===== config.mk =====
export PLATFORM = sky130hd
export DESIGN_NAME = sbox_layer_ci
export DESIGN_NICKNAME = d
export VERILOG_FILES = /design/src/rtl/cipher_pkg.sv /design/src/rtl/sbox4_dual.sv /design/src/rtl/sbox_layer_ci.sv
export SDC_FILE = /design/constraint.sdc
export NUM_CORES = 1
export LEC_CHECK = 0
export CORE_ASPECT_RATIO = 1.5
export CORE_UTILIZATION = 45
export CTS_CLUSTER_SIZE = 10
export DETAILED_ROUTE_END_ITERATION = 12
export GPL_TIMING_DRIVEN = 0
export PLACE_DENSITY = 0.76
export SLEW_MARGIN = 20
export SYNTH_ARGS = -nofsm -noshare
export SYNTH_HDL_FRONTEND = slang
export SYNTH_SLANG_ARGS = --single-unit

===== constraint.sdc =====
create_clock -name clk -period 3.8 [get_ports clk]
set_input_delay 0.57 -clock clk [delete_from_list [all_inputs] [get_ports clk]]
set_output_delay 0.57 -clock clk [all_outputs]
set_load 0.005 [all_outputs]

===== src/rtl/cipher_pkg.sv =====
// Shared cipher definitions: 4-bit S-box tables, mode encodings and FSM state type
// used by the custom-instruction blocks on the CPU custom-instruction port.
package cipher_pkg;

  localparam int NIB_W = 4;

  localparam logic MODE_FWD = 1'b0;
  localparam logic MODE_INV = 1'b1;

  localparam logic [3:0] SBOX_FWD [16] = '{
    4'hc, 4'h9, 4'hd, 4'h2, 4'h5, 4'hf, 4'h3, 4'h6,
    4'h7, 4'he, 4'h0, 4'h1, 4'ha, 4'h4, 4'hb, 4'h8
  };

  localparam logic [3:0] SBOX_INV [16] = '{
    4'ha, 4'hb, 4'h3, 4'h6, 4'hd, 4'h4, 4'h7, 4'h8,
    4'hf, 4'h1, 4'hc, 4'he, 4'h0, 4'h2, 4'h9, 4'h5
  };

  typedef enum logic {
    ST_IDLE = 1'b0,
    ST_RUN  = 1'b1
  } sbox_state_e;

endpackage


===== src/rtl/sbox4_dual.sv =====
// Combinational single-nibble S-box, forward or inverse selected by mode.
module sbox4_dual
  import cipher_pkg::*;
(
  input  logic [3:0] nib,
  input  logic       mode,
  output logic [3:0] sub
);

  // Table lookup for the selected direction
  always_comb begin
    sub = 4'h0;
    if (mode == MODE_INV) begin
      sub = SBOX_INV[nib];
    end else begin
      sub = SBOX_FWD[nib];
    end
  end

endmodule


===== src/rtl/sbox_layer_ci.sv =====
// Multicycle custom instruction applying the 4-bit S-box to every nibble of an
// operand, LANES nibbles per enabled clock, rotating results back into place.
module sbox_layer_ci
  import cipher_pkg::*;
#(
  parameter int DATA_W = 32,
  parameter int LANES  = 2
) (
  input  logic        clk,
  input  logic        reset,
  input  logic        clk_en,
  input  logic        start,
  input  logic [31:0] dataa,
  input  logic [31:0] datab,
  output logic        done,
  output logic [31:0] result
);

  localparam int NIB   = DATA_W / NIB_W;
  localparam int STEPS = NIB / LANES;
  localparam int CNT_W = (STEPS > 1) ? $clog2(STEPS) : 1;
  localparam int LW    = NIB_W * LANES;

  if ((DATA_W % NIB_W) != 0 || DATA_W > 32 || DATA_W < NIB_W || LANES < 1 ||
      (NIB % LANES) != 0) begin : g_bad_params
    $error("sbox_layer_ci: illegal DATA_W/LANES combination");
  end

  sbox_state_e       state_q, state_d;
  logic [DATA_W-1:0] work_q, work_d;
  logic              mode_q, mode_d;
  logic [CNT_W-1:0]  cnt_q, cnt_d;
  logic              done_q, done_d;
  logic [31:0]       result_q, result_d;

  logic [LW-1:0]     sub_s;
  logic [DATA_W-1:0] shifted_s;
  logic [31:0]       result_ext_s;
  logic              unused_s;

  assign unused_s = ^{datab[31:1], dataa};

  for (genvar l = 0; l < LANES; l++) begin : g_lane
    sbox4_dual u_sbox (
      .nib  (work_q[l*NIB_W +: NIB_W]),
      .mode (mode_q),
      .sub  (sub_s[l*NIB_W +: NIB_W])
    );
  end

  // Substituted low lanes re-enter at the top so nibbles return home after STEPS shifts
  if (LW == DATA_W) begin : g_full
    assign shifted_s = sub_s;
  end else begin : g_part
    assign shifted_s = {sub_s, work_q[DATA_W-1:LW]};
  end

  // Zero-extend the finished word to the 32-bit result bus
  always_comb begin
    result_ext_s                = 32'h0;
    result_ext_s[DATA_W-1:0]    = shifted_s;
  end

  // Next-state logic; everything holds while clk_en is low
  always_comb begin
    state_d  = state_q;
    work_d   = work_q;
    mode_d   = mode_q;
    cnt_d    = cnt_q;
    done_d   = done_q;
    result_d = result_q;
    if (clk_en) begin
      done_d = 1'b0;
      case (state_q)
        ST_IDLE: begin
          if (start) begin
            work_d  = dataa[DATA_W-1:0];
            mode_d  = datab[0];
            cnt_d   = CNT_W'(STEPS - 1);
            state_d = ST_RUN;
          end else begin
            state_d = ST_IDLE;
          end
        end
        ST_RUN: begin
          work_d = shifted_s;
          if (cnt_q == {CNT_W{1'b0}}) begin
            result_d = result_ext_s;
            done_d   = 1'b1;
            state_d  = ST_IDLE;
          end else begin
            cnt_d = cnt_q - CNT_W'(1);
          end
        end
        default: state_d = ST_IDLE;
      endcase
    end else begin
      done_d = done_q;
    end
  end

  // State registers with asynchronous reset
  always_ff @(posedge clk or posedge reset) begin
    if (reset) begin
      state_q  <= ST_IDLE;
      work_q   <= {DATA_W{1'b0}};
      mode_q   <= MODE_FWD;
      cnt_q    <= {CNT_W{1'b0}};
      done_q   <= 1'b0;
      result_q <= 32'h0;
    end else begin
      state_q  <= state_d;
      work_q   <= work_d;
      mode_q   <= mode_d;
      cnt_q    <= cnt_d;
      done_q   <= done_d;
      result_q <= result_d;
    end
  end

  assign done   = done_q;
  assign result = result_q;

endmodule

# After elaboration in Yosys (flattened, before gate mapping)
# Memory sizes are Yosys's and may differ from the RTL's.
# Cells that the tools add are included.
# totals
ff_bits,69
latchBits,0
ramBits,0
rom_bits,256
inputBits,68
output_inout_bits,33
n_memories,4
# memory_table
name,words,word_bits,read_ports,rd_clocked_by_memory_dff,wr,line_no,rtl
(no name shown),16,4,1,0,0,sbox4_dual.sv:14,sub = SBOX_INV[nib];
(no name shown),16,4,1,0,0,sbox4_dual.sv:16,sub = SBOX_FWD[nib];
(no name shown),16,4,1,0,0,sbox4_dual.sv:16,
(no name shown),16,4,1,0,0,sbox4_dual.sv:14,
# classes
n_addsub,1
n_mul,0
div_mod_pow,0
n_lt_le_gt_ge,2
eq_ne,2
n_shift,0
mux,20
bitwise_logic,3
n_reduce_logical,5
# op_table
op,count
case mux 32 bit (2 select lines),1
two-way mux 4 bit,10
two-way mux 32 bit,1
greater-or-equal comparator 5 bit (second input constant),2
NOT 4 -> 5 bit,2
AND reduction 3 bit,3
two-way mux 1 bit,4
two-way mux 2 bit,2
inequality test 2 bit (second input constant),2
case mux 2 bit (2 select lines),1
logical NOT 2 bit,1
case mux 1 bit (2 select lines),1
AND reduction 2 bit,1
subtractor 2 x 1 -> 2 bit (second input constant),1
NOT 1 bit,1

# Longest topological paths before layout
# logic_depth
ltp_word,6
depth_mapped,7
ltp_nobuf,7

# By module
# From an unflattened synthesis, not the netlist that was laid out.
# unflattened
cells_unflattened,356
area_unflattened_um2,3814.9
# modules_own_cells
module,instances,cells_per_inst,area_per_inst_um2,seq_area_each_um2
sbox_layer_ci,1,260,3098.0,1726.7
sbox4_dual at g_lane[1].u_sbox,1,51,377.9,0.0
sbox4_dual at g_lane[0].u_sbox,1,45,339.1,0.0

# Worst setup path after synthesis
# Ideal clock, no wire load.
# synth_path
kind,register -> register
startpoint,reg work_q[4]
endpoint,reg result_q[28] (netlist: result[28])
setup_time_ns,0.125
arrival_time_ns,1.611
path_slack_ns,2.064
stages_incl_launch_ff,7
n_path_buf,0
period_less_slack_ns,1.736
path_cell_list,dfrtp_1 inv_1 ha_1 nor2b_1 a211oi_1 a21oi_1 mux2_2
# synth_via
elab_chain_len,5
elab_cells_between_ends,8
classes_between,mux: 5; bitwise: 1; memory: 2
# synth_rtl
element,line_no,rtl
start: declaration,sbox_layer_ci.sv:30,"logic [DATA_W-1:0] work_q, work_d;"
start signal: assignment,sbox_layer_ci.sv:106,work_q <= {DATA_W{1'b0}};
start signal: assignment,sbox_layer_ci.sv:113,work_q <= work_d;
NOT 4 -> 5 bit (not written as such) (*),"sbox4_dual.sv:14, sbox4_dual.sv:16",
memory (16 x 4 bit) (on tied branches),--,
two-way mux 4 bit (on tied branches) (2 in series),"sbox4_dual.sv:16, sbox4_dual.sv:14",
two-way mux 4 bit (*),sbox4_dual.sv:13,if (mode == MODE_INV) begin
end signal: assignment,sbox_layer_ci.sv:117,result_q <= result_d;
end: declaration,sbox_layer_ci.sv:34,"logic [31:0] result_q, result_d;"
# Mark *: on every way between the ends. The rest lies on a longest branch, timed or not. The select of a mux whose other input is x is not followed.
# A chain may end at the register's enable or synchronous reset.

# Final worst setup path
# Same ends and word-level chain as after synthesis.

==> metrics.md <==
| Metric | Value |
|---|---|
| Outcome | completed |
| Crit path cell chain | inv_1 -> ha_1 -> nor2b_1 -> a211oi_1 -> a21oi_1 -> mux2_2 |
| H-Tree Depth | 3 |
| Overall fraction of global-route tracks in use | 0.2341 |
| Post-CTS Setup Inserts | 0 |
| Syn nets | 436 |
| TritonCTS buffer count | 9 |
| Io pins | 101 |
| Total number of vias | 2,909 |
| Post-Synth Adder-Cell Area | 0.05444 |
| Sw frac | 0.3720 |
| Antenna Nets Post-Route | 0 |
| Final period util | 0.5493 |
| Area share of xor/xnor cells in the synthesized design | 0.002382 |
| PostCTS Resize Cnt | 0 |
| Largest family of logic cells by synthesized area | multiplexers |
| Comb power frac | 0.465 |
| Mux contribution to synthesized area | 0.1640 |
| Tightest Pin Transition | 0.4100 ns |
| Initial antenna violation count | 0 |
| Final setup viols | 0 |
| CP arrival | 2.30 ns |
| Placer Congestion | 0.8663 |
| Layout cells sized above 1 | 0.1327 |
| Pre-Repair DR Iteration Count | 4 |
| Post-synth ARST share | 1.000 |
| I/O Buffers | 68 |
| Primary FF master, synth | dfrtp_1 |
| Hold Path Class | flop to flop |
| Leak pwr | 2.224 nW |
| Netlist cell types | 46 |
| Post-synthesis sequential area ratio | 0.4695 |
| Seq pwr share | 0.322 |
| Vias/cell | 5.367 |
| Clock root buffer | clkbuf_16 |
| Chip width | 75.81 microns |
| Critical Path RT | 4.02 ns |
| Synth Area in Compound Gates | 0.1535 |
| Worst path bufs/invs | 1 |
| Site Rows | 40 |
| Synthesis warning total | 0 |
| Clock power share | 0.213 |
| Overflow after GRT | 0 |
| Crit. End Element | flop |
| Post-synth EDFFs | 0 |
| Fmax | 479.1 MHz |
| Drt initial violations | 221 |
| P&R area growth vs syn | 32.02% |
| Crit-path max cell delay | 0.57 ns |
| Peak supply drop | 473.5 uV |
| Share of the synthesized area in the top cell type | 0.4695 |
| Clock-pin slew on the worst setup and hold paths | 0.06 ns |
| Post-Synthesis Cell Area | 0.003677 sq mm |
| Max cap viols | 0 |
| Cells after synthesis | 352 |
| Post-Synth Simple-Gate Area | 0.1004 |
| Clock Tree Buf Depth | 2 |
| Residual DRC | 0 |
| RSZ-0062 raised after global routing | no |
| Final worst path period need | 2.087 ns |
| Crit path max-delay family | flip-flops |
| Hold_buf cts | 0 |
| Vias in the first global route | 3,078 |
| Clock Skew | 0.007478 ns |
| Clock sinks | 69 |
| Critical path fanouts, max | 11 |
| Startpoint Class | flop |
| Antenna cells | 0 |
| WL final | 9117 microns |
| TritonCTS clock tree | built |
| Net Sw Power | 1.610 mW |
| Layout fillers | 654 |
| Internal Power | 2.718 mW |
| Core Footprint | 0.007958 sq mm |
| Final Hold Violating Endpoints | 0 |
| Die area | 0.008545 sq mm |
| Synth area leader | dfrtp_1 |
| Final max-slew violation count | 0 |
| Area of the multi-input gates | 0.001745 sq mm |
| Total design power | 4.328 mW |
| CP Class | flop to flop |
| Number of synthesized register bits | 69 |
| Top area cells in the synthesized netlist | dfrtp_1 (47%), mux2i_1 (8.4%), ha_1 (5.4%) |
| First-pass GRT wire length | 14,750 microns |
| Avg Inst Size Synth | 10.45 sq um |
| Largest net degree at the start of global routing | 57 |
| Pwr dens | 891.4 mW/mm^2 |
| Initial core utilization | 0.4621 |
| Sequential Area | 0.001727 sq mm |
| Clk_lat worst skew | 0.33 ns |
| Setup TNS | 0 ns |
| Max transition margin | 0.7267 |
| Die H | 112.7 microns |
| Avg WL per Cell | 16.82 microns |
| DP HPWL | 6652 microns |
| Final nets | 516 |
| CP max stage cell | dfrtp_1 |
==> kinds of logic after synthesis <==
group | count (synthesis)
muxes | 57
AOI/OAI and AO/OA | 91
and+or+nand+nor | 81
xor gates and xnor gates | 1
DFF | 69
adders and majority gates | 16
buffers and inverters | 37
==> registers in the layout, indices dropped and copies added, names as in the netlist <==
signal,flops
state_q,1
result,32
done,1
work_q,32
mode_q,1
cnt_q,2
==> layout by cell type (no fill, tap or decap), drive strengths merged <==
cell type / count
dfrtp: 69
clkdlybuf4s50: 68
nand2: 51
o21ai: 50
mux2i: 31
mux2: 26
buf: 22
ha: 16
clkbuf: 14
inv: 13
a21oi: 11
nor2: 9
o22ai: 8
nor2b: 6
a22oi: 4
a211oi: 4
nand3: 3
nand2b: 3
a21o: 3
clkinv: 3
and2b: 2
o211ai: 2
a22o: 2
bufinv: 2
nor3: 2
a2111oi: 2
or2: 2
and3: 1
a32oi: 1
and2: 1
nand3b: 1
a31oi: 1
xor2: 1
o31ai: 1
a221oi: 1
o22a: 1
==> cell usage after synthesis (2+ instances only) <==
cell type	count
a211oi_1	3
a21o_1	3
a21oi_1	11
a22o_1	2
a22oi_1	4
and2b_1	2
buf_2	13
buf_4	3
buf_6	3
clkbuf_1	3
dfrtp_1	69
ha_1	16
inv_1	13
mux2_1	17
mux2_2	9
mux2i_1	31
nand2_1	51
nand2b_1	3
nand3_1	3
nor2_1	8
nor2b_1	6
o211ai_1	2
o21ai_0	29
o21ai_1	18
o21ai_2	3
o22ai_1	7
==> routing by layer <==
| metal | part of all wire | track usage | vias to the layer above |
|---|---|---|---|
| li1 | - | - | 1388 |
| met1 | 0.39 | 0.2678 | 1399 |
| met2 | 0.54 | 0.4077 | 96 |
| met3 | 0.034 | 0.03562 | 26 |
| met4 | 0.035 | 0.1198 | 0 |
| met5 | 0 | 0 | - |
==> power groups by stage <==
stage / Sequential (mW) / Clock (mW) / Combinational, mW
after floorplan: 1.32 / 0 / 1.29
after CTS: 1.39 / 0.935 / 2.01
final: 1.39 / 0.924 / 2.01
after detailed placement: 1.40 / 0 / 1.99
after global routing: 1.44 / 0.963 / 2.21
after global placement: 1.38 / 0 / 1.94
==> final cells by class <==
| class | count | share of cell area |
|---|---|---|
| plain buffers | 24 | 0.03222 |
| inverters | 13 | 0.01057 |
| clock buffers | 11 | 0.05206 |
| repair buffers | 69 | 0.1459 |
| clock inverters | 5 | 0.01701 |
| flip-flops and latches | 69 | 0.3557 |
| well taps | 105 | 0.02706 |
| multi-input cells | 246 | 0.3595 |
==> path summary, 6_finish.rpt <==
kind,startpoint,to,slack [ns],cells after the start
worst max register to register,work_q[4],result[28],1.71,6
worst min-delay path,result[29],result[29],0.48,2
worst max-delay path,work_q[4],result[28],1.71,6
min in group asynchronous,reset,work_q[31],0.52,2
worst min register to register,result[29],result[29],0.48,2
max in group asynchronous,reset,result[5],2.75,3
==> worst min-delay path, delay by kind of cell, from the launching register on <==
kind / cells / cell delay (ns)
flip-flops: 1 / 0.34
AO/OA/AOI/OAI: 1 / 0.06
AND/OR/NAND/NOR: 1 / 0.05
==> through the flow <==
| stage | setup WS, ns | utilization | hold slack, ns | area (sq um) | cells |
|---|---|---|---|---|---|
| after floorplan | 1.490 | - | 0.4641 | 3677 | 352 |
| after global placement | 0.4097 | 0.5642 | 0.4659 | 4489 | 525 |
| after detailed placement | 1.726 | 0.5679 | 0.4789 | 4519 | 526 |
| after CTS | 1.768 | 0.6101 | 0.4918 | 4855 | 542 |
| after global routing | 1.598 | 0.6101 | 0.5157 | 4855 | 542 |
| final | 1.713 | 0.6101 | 0.4802 | 4855 | 542 |
(Power assumes the default switching activity.)
